--- src/rtl/dmem_arbiter_if.sv ---
// Bundle of both requester ports and the memory-side signals of the data-memory arbiter.
// The arbiter uses the slave view; requesters and the memory model use the master view.
interface dmem_arbiter_if;
    logic        p0_req;
    logic        p0_we;
    logic [3:0]  p0_be;
    logic [31:0] p0_addr;
    logic [31:0] p0_wdata;
    logic        p0_gnt;
    logic        p0_rvalid;
    logic [31:0] p0_rdata;
    logic        p0_err;

    logic        p1_req;
    logic        p1_we;
    logic [3:0]  p1_be;
    logic [31:0] p1_addr;
    logic [31:0] p1_wdata;
    logic        p1_lock;
    logic        p1_gnt;
    logic        p1_rvalid;
    logic [31:0] p1_rdata;
    logic        p1_err;

    logic        mem_we;
    logic [3:0]  mem_be;
    logic [31:0] mem_a;
    logic [31:0] mem_wd;
    logic [31:0] mem_rd;

    modport slave (
        input  p0_req, p0_we, p0_be, p0_addr, p0_wdata,
        output p0_gnt, p0_rvalid, p0_rdata, p0_err,
        input  p1_req, p1_we, p1_be, p1_addr, p1_wdata, p1_lock,
        output p1_gnt, p1_rvalid, p1_rdata, p1_err,
        output mem_we, mem_be, mem_a, mem_wd,
        input  mem_rd
    );

    modport master (
        output p0_req, p0_we, p0_be, p0_addr, p0_wdata,
        input  p0_gnt, p0_rvalid, p0_rdata, p0_err,
        output p1_req, p1_we, p1_be, p1_addr, p1_wdata, p1_lock,
        input  p1_gnt, p1_rvalid, p1_rdata, p1_err,
        input  mem_we, mem_be, mem_a, mem_wd,
        output mem_rd
    );
endinterface

--- src/rtl/dmem_arbiter.sv ---
// Two-port round-robin (or fixed-priority) arbiter for a single-ported word memory,
// with a port-1 bus lock, out-of-range write suppression and one-cycle read responses.
module dmem_arbiter #(
    parameter int DEPTH = 64,
    parameter bit RR_EN = 1'b1
) (
    input  logic          clk,
    input  logic          reset,
    dmem_arbiter_if.slave bus
);
    localparam logic [29:0] DEPTH_W = 30'(DEPTH);

    typedef enum logic {ARB, LOCKED1} state_t;

    state_t      state, state_nxt;
    logic        last_gnt;
    logic        gnt0, gnt1;
    logic        p0_oor, p1_oor;
    logic        rvalid0, rvalid1;
    logic        err0, err1;
    logic [31:0] rdata0, rdata1;

    assign p0_oor = (bus.p0_addr[31:2] >= DEPTH_W);
    assign p1_oor = (bus.p1_addr[31:2] >= DEPTH_W);

    // Grants are withheld while reset is high so the reset-cycle outputs are all zero.
    always_comb begin
        // NOTE: every always_comb output gets a default first so no path can infer a latch.
        gnt0      = 1'b0;
        gnt1      = 1'b0;
        state_nxt = state;
        if (!reset) begin
            unique case (state)
                ARB: begin
                    if (bus.p0_req && bus.p1_req) begin
                        if (RR_EN && !last_gnt) gnt1 = 1'b1;
                        else                    gnt0 = 1'b1;
                    end else begin
                        gnt0 = bus.p0_req;
                        gnt1 = bus.p1_req;
                    end
                    if (gnt1 && bus.p1_lock) state_nxt = LOCKED1;
                end
                LOCKED1: begin
                    gnt1 = bus.p1_req;
                    if (!bus.p1_lock) state_nxt = ARB;
                end
                default: state_nxt = ARB;
            endcase
        end
    end

    always_comb begin
        bus.mem_we = 1'b0;
        bus.mem_be = 4'b0000;
        bus.mem_a  = 32'h0;
        bus.mem_wd = 32'h0;
        if (gnt0) begin
            bus.mem_we = bus.p0_we & ~p0_oor;
            bus.mem_be = p0_oor ? 4'b0000 : bus.p0_be;
            bus.mem_a  = bus.p0_addr;
            bus.mem_wd = bus.p0_wdata;
        end else if (gnt1) begin
            bus.mem_we = bus.p1_we & ~p1_oor;
            bus.mem_be = p1_oor ? 4'b0000 : bus.p1_be;
            bus.mem_a  = bus.p1_addr;
            bus.mem_wd = bus.p1_wdata;
        end
    end

    // rdata/err only load on that port's own grant, so they hold until its next response.
    always_ff @(posedge clk) begin
        // NOTE: state registers use non-blocking assignments so all of them update together.
        if (reset) begin
            state    <= ARB;
            last_gnt <= 1'b1;
            rvalid0  <= 1'b0;
            rvalid1  <= 1'b0;
            rdata0   <= 32'h0;
            rdata1   <= 32'h0;
            err0     <= 1'b0;
            err1     <= 1'b0;
        end else begin
            state   <= state_nxt;
            rvalid0 <= gnt0;
            rvalid1 <= gnt1;
            if (gnt0) begin
                last_gnt <= 1'b0;
                rdata0   <= (bus.p0_we || p0_oor) ? 32'h0 : bus.mem_rd;
                err0     <= p0_oor;
            end
            if (gnt1) begin
                last_gnt <= 1'b1;
                rdata1   <= (bus.p1_we || p1_oor) ? 32'h0 : bus.mem_rd;
                err1     <= p1_oor;
            end
        end
    end

    assign bus.p0_gnt    = gnt0;
    assign bus.p1_gnt    = gnt1;
    assign bus.p0_rvalid = rvalid0;
    assign bus.p1_rvalid = rvalid1;
    assign bus.p0_rdata  = rdata0;
    assign bus.p1_rdata  = rdata1;
    assign bus.p0_err    = err0;
    assign bus.p1_err    = err1;
endmodule

--- src/flat_wrapper.sv ---
// flat-port wrapper written by rule: the top's interface ports become plain ports
module dmem_arbiter_flat 
#(
    parameter int DEPTH = 64,
    parameter bit RR_EN = 1'b1
)
  (clk, reset, bus_p0_req, bus_p0_we, bus_p0_be, bus_p0_addr, bus_p0_wdata, bus_p0_gnt, bus_p0_rvalid, bus_p0_rdata, bus_p0_err, bus_p1_req, bus_p1_we, bus_p1_be, bus_p1_addr, bus_p1_wdata, bus_p1_lock, bus_p1_gnt, bus_p1_rvalid, bus_p1_rdata, bus_p1_err, bus_mem_we, bus_mem_be, bus_mem_a, bus_mem_wd, bus_mem_rd);
  dmem_arbiter_if bus_i ();
  input  logic clk;
  input  logic reset;
  input wire logic [$bits(bus_i.p0_req)-1:0] bus_p0_req;
  input wire logic [$bits(bus_i.p0_we)-1:0] bus_p0_we;
  input wire logic [$bits(bus_i.p0_be)-1:0] bus_p0_be;
  input wire logic [$bits(bus_i.p0_addr)-1:0] bus_p0_addr;
  input wire logic [$bits(bus_i.p0_wdata)-1:0] bus_p0_wdata;
  output wire logic [$bits(bus_i.p0_gnt)-1:0] bus_p0_gnt;
  output wire logic [$bits(bus_i.p0_rvalid)-1:0] bus_p0_rvalid;
  output wire logic [$bits(bus_i.p0_rdata)-1:0] bus_p0_rdata;
  output wire logic [$bits(bus_i.p0_err)-1:0] bus_p0_err;
  input wire logic [$bits(bus_i.p1_req)-1:0] bus_p1_req;
  input wire logic [$bits(bus_i.p1_we)-1:0] bus_p1_we;
  input wire logic [$bits(bus_i.p1_be)-1:0] bus_p1_be;
  input wire logic [$bits(bus_i.p1_addr)-1:0] bus_p1_addr;
  input wire logic [$bits(bus_i.p1_wdata)-1:0] bus_p1_wdata;
  input wire logic [$bits(bus_i.p1_lock)-1:0] bus_p1_lock;
  output wire logic [$bits(bus_i.p1_gnt)-1:0] bus_p1_gnt;
  output wire logic [$bits(bus_i.p1_rvalid)-1:0] bus_p1_rvalid;
  output wire logic [$bits(bus_i.p1_rdata)-1:0] bus_p1_rdata;
  output wire logic [$bits(bus_i.p1_err)-1:0] bus_p1_err;
  output wire logic [$bits(bus_i.mem_we)-1:0] bus_mem_we;
  output wire logic [$bits(bus_i.mem_be)-1:0] bus_mem_be;
  output wire logic [$bits(bus_i.mem_a)-1:0] bus_mem_a;
  output wire logic [$bits(bus_i.mem_wd)-1:0] bus_mem_wd;
  input wire logic [$bits(bus_i.mem_rd)-1:0] bus_mem_rd;
  assign bus_i.p0_req = bus_p0_req;
  assign bus_i.p0_we = bus_p0_we;
  assign bus_i.p0_be = bus_p0_be;
  assign bus_i.p0_addr = bus_p0_addr;
  assign bus_i.p0_wdata = bus_p0_wdata;
  assign bus_p0_gnt = bus_i.p0_gnt;
  assign bus_p0_rvalid = bus_i.p0_rvalid;
  assign bus_p0_rdata = bus_i.p0_rdata;
  assign bus_p0_err = bus_i.p0_err;
  assign bus_i.p1_req = bus_p1_req;
  assign bus_i.p1_we = bus_p1_we;
  assign bus_i.p1_be = bus_p1_be;
  assign bus_i.p1_addr = bus_p1_addr;
  assign bus_i.p1_wdata = bus_p1_wdata;
  assign bus_i.p1_lock = bus_p1_lock;
  assign bus_p1_gnt = bus_i.p1_gnt;
  assign bus_p1_rvalid = bus_i.p1_rvalid;
  assign bus_p1_rdata = bus_i.p1_rdata;
  assign bus_p1_err = bus_i.p1_err;
  assign bus_mem_we = bus_i.mem_we;
  assign bus_mem_be = bus_i.mem_be;
  assign bus_mem_a = bus_i.mem_a;
  assign bus_mem_wd = bus_i.mem_wd;
  assign bus_i.mem_rd = bus_mem_rd;
  dmem_arbiter #(.DEPTH(DEPTH), .RR_EN(RR_EN)) u_core (.clk(clk), .reset(reset), .bus(bus_i));
endmodule
--- config.mk ---
export PLATFORM = sky130hd
export DESIGN_NAME = dmem_arbiter_flat
export DESIGN_NICKNAME = d
export VERILOG_FILES = /design/src/rtl/dmem_arbiter_if.sv /design/src/rtl/dmem_arbiter.sv /design/src/flat_wrapper.sv
export SDC_FILE = /design/constraint.sdc
export NUM_CORES = 1
export LEC_CHECK = 0
export CAP_MARGIN = 25
export CORE_AREA = 2 2 122 124
export DETAILED_ROUTE_END_ITERATION = 12
export DIE_AREA = 0 0 124 126
export GPL_TIMING_DRIVEN = 0
export PLACE_DENSITY = 0.72
export SETUP_SLACK_MARGIN = 0.15
export SKIP_CTS_REPAIR_TIMING = 1
export SYNTH_ARGS = -nofsm -noshare
export SYNTH_HDL_FRONTEND = slang
export SYNTH_SLANG_ARGS = --single-unit
--- constraint.sdc ---
create_clock -name clk -period 3.5 [get_ports clk]
set_input_delay 0.7 -clock clk [delete_from_list [all_inputs] [get_ports clk]]
set_output_delay 0.7 -clock clk [all_outputs]
set_load 0.005 [all_outputs]
-- Word-level counts from Yosys, hierarchy flattened
Index checks and enable logic that the tools add are counted.
- mux-type cells: 25
- reductions and logical operators: 5
- bitwise gates (word level): 5
- magnitude comparators: 2
- operator list (operator ; count):
    2-to-1 mux 32 bit ; 6
    >= comparator 30 x 7 -> 1 bit (second input constant) ; 2
    2-to-1 mux 4 bit ; 4
    2-to-1 mux 1 bit ; 13
    case mux 1 bit (2 select lines) ; 2
    inverter 1 bit ; 3
    AND 1 bit ; 2
    logical AND 1 bit ; 2
    logical OR 1 bit ; 2
    OR reduction 2 bit ; 1
- output and inout bits: 139
- word-level logic and storage cells: 45
- bits in registers: 70

-- Longest topological paths before layout
Gate-level depths: netlist (run 1).
- depth in word-level cells: 8
- depth in mapped cells: 6
- depth with buffers taken out: 4

-- Worst setup path after synthesis (run 1)
No wires, ideal clock.
- path kind: input-to-output
- start point: input port bus_p0_addr[9]
- end point: output port bus_mem_be[0]
- data arrival time: 1.791 ns
- buffers on the path: 0
- cell stages on the path: 4
- slack: 1.009 ns
- data required time: 2.800 ns
- cells stage by stage: or4b_4 -> o211ai_2 -> nor3_1 -> a22o_1
- word-level cells in the longest chain between the ends: 3
- RTL lines (element ; line ; text):
    from (decl) ; flat_wrapper.sv:14 ; input wire logic [$bits(bus_i.p0_addr)-1:0] bus_p0_addr;
    >= comparator 30 x 7 -> 1 bit ; dmem_arbiter.sv:23 ; assign p0_oor = (bus.p0_addr[31:2] >= DEPTH_W);
    2-to-1 mux 4 bit ; dmem_arbiter.sv:60 ; bus.mem_be = p0_oor ? 4'b0000 : bus.p0_be;
    2-to-1 mux 4 bit ; dmem_arbiter.sv:58 ; if (gnt0) begin
    to (decl) ; flat_wrapper.sv:31 ; output wire logic [$bits(bus_i.mem_be)-1:0] bus_mem_be;
Every way passes these cells.

-- Final worst setup path (run 1)
- start point: input port bus_p0_req
- end point: output port bus_mem_wd[3]
- word-level cells in the longest chain between the ends: 8
- elaborated cells between the ends (all ways): 11
- classes of those cells: 10 x mux; 1 x reduce/logical
- RTL lines (element ; line ; text):
    from (decl) ; flat_wrapper.sv:11 ; input wire logic [$bits(bus_i.p0_req)-1:0] bus_p0_req;
    logical AND 1 bit ; dmem_arbiter.sv:35 ; if (bus.p0_req && bus.p1_req) begin
    2-to-1 mux 1 bit ; dmem_arbiter.sv:35 ;
    2-to-1 mux 1 bit ; dmem_arbiter.sv:33 ; unique case (state)
    2-to-1 mux 1 bit ; dmem_arbiter.sv:32 ; if (!reset) begin
    case mux 1 bit (2 select lines) ; dmem_arbiter.sv:33 ;
    2-to-1 mux 1 bit ; dmem_arbiter.sv:32 ;
    2-to-1 mux 32 bit ; dmem_arbiter.sv:63 ; end else if (gnt1) begin
    2-to-1 mux 32 bit (*) ; dmem_arbiter.sv:58 ;
    to (decl) ; flat_wrapper.sv:33 ; output wire logic [$bits(bus_i.mem_wd)-1:0] bus_mem_wd;
Every way passes the cells marked *; elsewhere a longest branch is shown, timed or not. The select of a mux whose other input is x is not followed.

==> impl_results.md, run 1 <==
- Post-Layout Cell Count: 807
- Clk pwr share: 40.8%
- Avg WL per Cell: between 20 and 25 um
- Most common cell in the netlist: a22o_1
- GR Overflow Total: 0
- Initial antenna violation count: 1
- Placer Congestion: ~0.84
- Syn avg cell area: about 11 um2
- Pleak: a little under 3 nW
- Most frequent cells after synthesis: a22o_1, dfxtp_1, nor4_1
- Status: finished, final reports clean
- Seq cells post-synth: 70
- RSZ-0062 raised after global routing: true
- H-tree levels: 3
- Worst Skew: about 0.0044 ns
- Final HPWL DP: around 13000 um
- Sequential share of power: a little over a third
- Psw: between 0.5 and 0.6 mW
- Via count: ~3.9k
- Slew Limit Fails: 0
- Hold WS: 0.473 ns
- Area occupied by registers: between 1000 and 1500 um2
- Net Sw Frac: a little under a quarter
- Vias per cell: a little under 5
- DRC viols: 0
- Post-layout minimum cycle time: between 3 and 4 ns
- Worst-path fanout max: 10
- Vias in the first global route: slightly below 4k
- Final instance area: 7080 um2
- Num CTS Buffers: 9
- Cells after Synth: about 280
- Full die area: approximately 16000 um2
- Largest net degree at the start of global routing: 12
- Worst skew pair latency: approximately 0.33 ns
- Synth warnings: 0
- Post-synth EDFFs: 0
- Layout filler cell count: ~1.3k
- CTS max path bufs: 2
- Share of the synthesized area in the top cell type: a little under half
- Area grow syn2layout: 134%
- Rows: 44
- CTS tree: built
- Synth Net Count: between 400 and 500
- Peak supply drop: just under 0.2 mV
- I/O pin cnt: 314
- WS Path Type: in -> out
- Worst Tran Pin Value: 0.700 ns
- Root buffer cell: clkbuf_16
- Cell variety after synth: 31
- Post-DRT Antenna Nets: 0
- Place WS: -0.596 ns
- P_int: ~1.7 mW
- Final net count: ~790
- Core area: between 10000 and 15000 um2
- Post-synthesis cell area: roughly 3000 um2
- Post-synth ARST share: 0%
- Setup ws final: approximately 0.16 ns
- Final Util: about half
- Clk slew on worst S/H paths: around 0.05 ns
- Setup-failing EPs final: 0
- GRT Util Overall: around a fifth
- Max Clk Rate: 299 MHz
- Synth area leader: dfxtp_1
- Main synth FF type: dfxtp_1
- Final number of hold-violating endpoints: 0
- First-pass GRT wire length: around 23000 um
- Critical Path Start Type: input pin
- Placed Area: about 6400 um2
- Setup TNS: 0 ns
- Area of the multi-input gates: around 1600 um2
- DP Cell Count: 775
- Die Height: between 100 and 150 um
- Chip width: 124 um
- Pwr Total: roughly 2.2 mW
- Initial Util: 21.2%
- Gate power share: about 23%
- Layout cells sized above 1: a little under an eighth
- Crit share post-route: a little over nine tenths
- CTS Sinks: 70
- Worst EP required: roughly 2.8 ns
- Port Buffers: 313
- # Max-Cap Violations: 0
- Power Density: between 300 and 400 nW/um2
- Sequential-to-total area share from yosys stat: a little under half
- Slew Limit Headroom: 53.0%
- Crit path arrival time: about 2.6 ns
- Worst hold path type: reg -> reg
- DR pass1 iterations: 4
- Setup crit end kind: output port
- Total Wirelength: ~16000 um
- Synth area leaders: dfxtp_1, a22o_1, nor4_1, buf_6, a22o_2
- Initial DRC Count: about 150
area by class of cell:
cell class	count	share of cell area [%]
Sequential cell	70	19.8
Timing Repair Buffer	328	46.8
Clock buffer	13	3.68
Buffer	26	3.25
Inverter	6	0.354
Tap cell	184	3.25
Antenna cell	1	0.0354
Multi-Input combinational cell	176	22.2
Clock inverter	3	0.601
per-layer routing:
metal	global-route usage [%]	up-vias	wire length, um
met3	7.07	29	1520
met5	0	-	0
met1	22.7	1836	6210
met2	33.9	227	8150
li1	-	1817	-
met4	8.33	0	609
power by group through the flow:
stage | Clock, mW | Sequential (mW) | Combinational [mW]
after global routing | 0.962 | 0.805 | 0.548
final | 0.910 | 0.805 | 0.519
after global placement | 0 | 0.821 | 0.482
after CTS | 0.934 | 0.804 | 0.488
after floorplan | 0 | 0.822 | 0.113
after detailed placement | 0 | 0.822 | 0.481
layout by cell type, fill, tap and decap left out, drive strengths merged, types with 2 or more instances in the layout:
cell type      synthesis  routed
o21ai                  2       2
nand3                  2       2
nand2                  4       4
nand4                  2       2
clkbuf                 6      19
dlymetal6s2s           0      15
buf                   17      32
dlygate4sd1            3       3
inv                    6       6
nor3                   2       2
nor4                  14      14
nor2b                  2       2
clkdlybuf4s50          0     298
a21oi                  2       2
a22o                 131     131
nor2                   4       4
a32o                   2       2
dfxtp                 70      70
logic make-up after synthesis:
kind of cell / synth area share, %
compound gates: 40.0
flops: 46.3
simple gates: 7.93
buf+inv: 5.82
flip-flops by register name, summed over array words and instances, names as in the netlist:
register / cells
u_core.bus.p0_rdata: 32
u_core.bus.p1_err: 1
u_core.state: 1
u_core.bus.p1_rdata: 32
u_core.bus.p1_rvalid: 1
u_core.bus.p0_err: 1
u_core.bus.p0_rvalid: 1
u_core.last_gnt: 1
path summary, 6_finish.rpt:
| path | startpoint | endpoint | slack, ns | cells after the start |
|---|---|---|---|---|
| max reg2reg | u_core.state$_SDFF_PP0_ | u_core.bus.p1_rdata[10]$_SDFFE_PP0P_ | 1.44 | 7 |
| max | bus_p0_req | bus_mem_wd[3] | 0.16 | 8 |
| min | u_core.bus.p1_rdata[31]$_SDFFE_PP0P_ | u_core.bus.p1_rdata[31]$_SDFFE_PP0P_ | 0.47 | 1 |
| min reg2reg | u_core.bus.p1_rdata[31]$_SDFFE_PP0P_ | u_core.bus.p1_rdata[31]$_SDFFE_PP0P_ | 0.47 | 1 |
critical path, stage by stage:
cell and delay (ns):
clkdlybuf4s50_1 0.44, nand3b_1 0.19, nand3_4 0.12, inv_2 0.10, buf_4 0.19, buf_4 0.19, a22o_1 0.18, clkdlybuf4s50_1 0.53
Note: power is estimated with default switching activity, not from simulation.
==> run 2: changes to the inputs <==
- ABC_AREA: default -> 1
- ABC_CLOCK_PERIOD_IN_PS: default -> 3500
- CORE_AREA: 2 2 122 124 -> 2 2 121 123
- DIE_AREA: 0 0 124 126 -> 0 0 123 125
- PLACE_DENSITY: 0.72 -> default
- PLACE_DENSITY_LB_ADDON: default -> 0.1
==> run 2 against run 1 <==
Compared with the run above:
- routed wire length up 19%
- final cell count up 33%
- sequential power about the same
- register-to-register slack better by 0.59 ns
- critical path depth is 1 lower
- count of clock-buffer cells in the layout fell by 1
- design area up 8.3%
- via count grew 29%
- first-iteration DRC count rose by 76%
- die area is 1.6% lower
- critical path type unchanged
- largest power group unchanged
==> impl_results.md, run 2 <==
- Worst R2R Setup Slack: 2.03 ns (+0.59 ns)
- Area of the multi-input gates: 2030 um2 (+29%)
- Num CTS Buffers: 9 (unchanged)
- Placer Congestion: 0.891 (+6.1%)
- Met1 Use GR: 27.0% (+4.3 points)
- I/O pin cnt: 314 (unchanged)
- Most frequent cells after synthesis: nand2_1, dfxtp_1, inv_1
- Worst skew pair latency: 0.33 ns (about the same)
- Setup-failing EPs final: 0 (unchanged)
- Synth Net Count: 732 (+62%)
- Total Wirelength: 19500 um (+19%)
- Initial antenna violation count: 2 (+1)
- Peak supply drop: 0.228 mV (+19%)
- Crit path depth: 7 (-1)
- Grt met2 use: 44.8% (+11 points)
- Initial Util: 27.6% (+6.5 points)
- First-pass GRT wire length: 28000 um (+20%)
- Final HPWL DP: 16000 um (+19%)
- GR peak layer: met2
- Post-layout minimum cycle time: 3.20 ns (-0.139 ns)
- Area grow syn2layout: 95.2%
- GR Overflow Total: 0 (unchanged)
- CTS max path bufs: 2 (unchanged)
- Worst-path fanout max: 5 (-5)
- Seq cells post-synth: 70 (unchanged)
- Synth warnings: 0 (unchanged)
- Met3 Usage GRT: 6.25% (-0.82 points)
- Most common cell in the netlist: nand2_1
- Synth area leaders: dfxtp_1, nand2_1, a22o_1, inv_1, nor2_1
- Setup TNS: 0 ns (unchanged)
- Vias in the first global route: 4942 (+26%)
- R2r worst-path depth: 9 (+2)
- Main synth FF type: dfxtp_1
- Cells after Synth: 557 (+100%)
- Sequential-to-total area share from yosys stat: 35.7% (-11 points)
- Most common cell after layout, fill and taps aside: clkdlybuf4s50_1
- Port Buffers: 311 (-0.64%)
- RR Startpoint: u_core.last_gnt$_SDFFE_PP1P_
- Avg WL per Cell: 18.2 um (-11%)
- DRC viols: 0 (unchanged)
- Clk slew on worst S/H paths: 0.05 ns (about the same)
- Cell variety after synth: 27 (-13%)
- Area occupied by registers: 1400 um2 (unchanged)
- CTS Sinks: 70 (unchanged)
- Largest net degree at the start of global routing: 11 (-1)
- Slew Limit Fails: 0 (unchanged)
- Root buffer cell: clkbuf_16
- Final instance area: 7660 um2 (+8.3%)
- Share of the synthesized area in the top cell type: 35.7% (-11 points)
- Worst EP required: 2.80 ns (about the same)
- Worst Tran Pin Value: 0.643 ns (-0.0568 ns)
- Placed Area: 7270 um2 (+14%)
- GRT Util Overall: 24.5% (+4.4 points)
- WS Path Type: in -> out
- Setup crit end: bus_mem_be[2]
- Via count: 5053 (+29%)
- Layout filler cell count: 1376 (+4.4%)
- Rows: 44 (unchanged)
- Critical R2R Capture: u_core.last_gnt$_SDFFE_PP1P_
- Final Util: 53.9% (+4.5 points)
- Core area: 14200 um2 (-0.77%)
- Worst Skew: 0.00817 ns (+0.00375 ns)
- RSZ-0062 raised after global routing: false
- DR pass1 iterations: 5 (+1)
- Place WS: -0.198 ns (+0.399 ns)
- # Max-Cap Violations: 0 (unchanged)
- Worst Setup SP: bus_p0_addr[17]
- Status: finished, final reports clean
- Max incr delay on CP: 0.50 ns (-0.03 ns)
- Pleak: 3.14 nW (+9.0%)
- Most frequent cells in the layout: clkdlybuf4s50_1, nand2_1, dfxtp_1
- Crit path arrival time: 2.50 ns (-0.14 ns)
- Worst path bufs/invs: 2 (-3)
- Setup ws final: 0.297 ns (+0.139 ns)
- CTS tree: built
- Slew Limit Headroom: 57.1% (+4.2 points)
- Worst hold path type: reg -> reg
- Crit path top cell by count: clkdlybuf4s50_1
- Full die area: 15400 um2 (-1.6%)
- Critical path's slowest cell: clkdlybuf4s50_1
- Initial DRC Count: 271 (+76%)
- Layout cells sized above 1: 10.0% (-1.9 points)
- Crit share post-route: 91.5% (-4.0 points)
- Crit path max-delay family: buffers and inverters
- Post-synth EDFFs: 0 (unchanged)
- Vias per cell: 4.70 (-3.0%)
- Worst path cell trace: clkdlybuf4s50_1 > nor2_1 > nand4_1 > nor3_4 > nand3_1 > nand2_1 > clkdlybuf4s50_1
- Max Clk Rate: 312 MHz (+4.3%)
- Critical Path Start Type: input pin
- Post-synth ARST share: 0% (unchanged)
- Synth area leader: dfxtp_1
- Chip width: 123 um (-0.81%)
- Final number of hold-violating endpoints: 0 (unchanged)
- Syn avg cell area: 7.05 um2 (-35%)
- Die Height: 125 um (-0.79%)
- Post-synthesis cell area: 3930 um2 (+30%)
- H-tree levels: 3 (unchanged)
- Post-DRT Antenna Nets: 0 (unchanged)
- Setup crit end kind: output port
- Power Density: 290 nW/um2 (-8.0%)
- Final net count: 1061 (+34%)
[run 2: area by class of cell]
type,count,area share (%)
Timing Repair Buffer,318,41.5
Antenna cell,2,0.0653
Sequential cell,70,18.3
Clock buffer,12,3.09
Multi-Input combinational cell,378,26.4
Clock inverter,2,0.457
Tap cell,184,3.00
Buffer,38,3.54
Inverter,71,3.58
[run 2: worst min path at each step]
stage,depth (start not counted),to,startpoint
floorplan,2,u_core.bus.p1_rdata[10]$_SDFFE_PP0P_,u_core.bus.p1_rdata[10]$_SDFFE_PP0P_
detailed placement,2,u_core.bus.p1_rdata[21]$_SDFFE_PP0P_,u_core.bus.p1_rdata[21]$_SDFFE_PP0P_
global placement,2,u_core.bus.p1_rdata[2]$_SDFFE_PP0P_,u_core.bus.p1_rdata[2]$_SDFFE_PP0P_
CTS,2,u_core.bus.p1_rdata[12]$_SDFFE_PP0P_,u_core.bus.p1_rdata[12]$_SDFFE_PP0P_
finish,2,u_core.bus.p1_rdata[12]$_SDFFE_PP0P_,u_core.bus.p1_rdata[12]$_SDFFE_PP0P_
global route,2,u_core.bus.p1_rdata[17]$_SDFFE_PP0P_,u_core.bus.p1_rdata[17]$_SDFFE_PP0P_
[run 2: logic make-up (layout without fill, tap and decap cells)]
logic type	count (synthesis)	in the layout	share of synthesized area, %
simple gates	246	246	27.4
compound gates	132	132	23.5
buf+inv	109	441	13.4
flops	70	70	35.7
other cells	0	2	0
[run 2: worst reg2reg max path, delay by kind of cell, from the launching register on]
family / cells / cell delay [ns]
simple gates: 4 / 0.31
buf+inv: 4 / 0.55
flops: 1 / 0.33
compound gates: 1 / 0.14
[run 2: layer usage]
layer,vias up,share of wire (%)
li1,2489,-
met1,2347,39
met2,197,52
met3,20,7.5
met4,0,1.7
met5,-,0
[run 2: metrics by stage]
stage,hold slack (ns),total power [mW],instances
detailed placement,0.447,1.37,1052
finish,0.457,2.22,1075
global placement,0.442,1.37,1052
global route,0.477,2.32,1075
floorplan,0.451,0.995,557
CTS,0.461,2.24,1066
[run 2: where the power goes]
part	leakage, nW	total (mW)	internal [mW]	switching, mW
Sequential	0.565	0.805	0.802	0.00212
Combinational	2.45	0.558	0.339	0.220
Clock	0.133	0.862	0.543	0.319
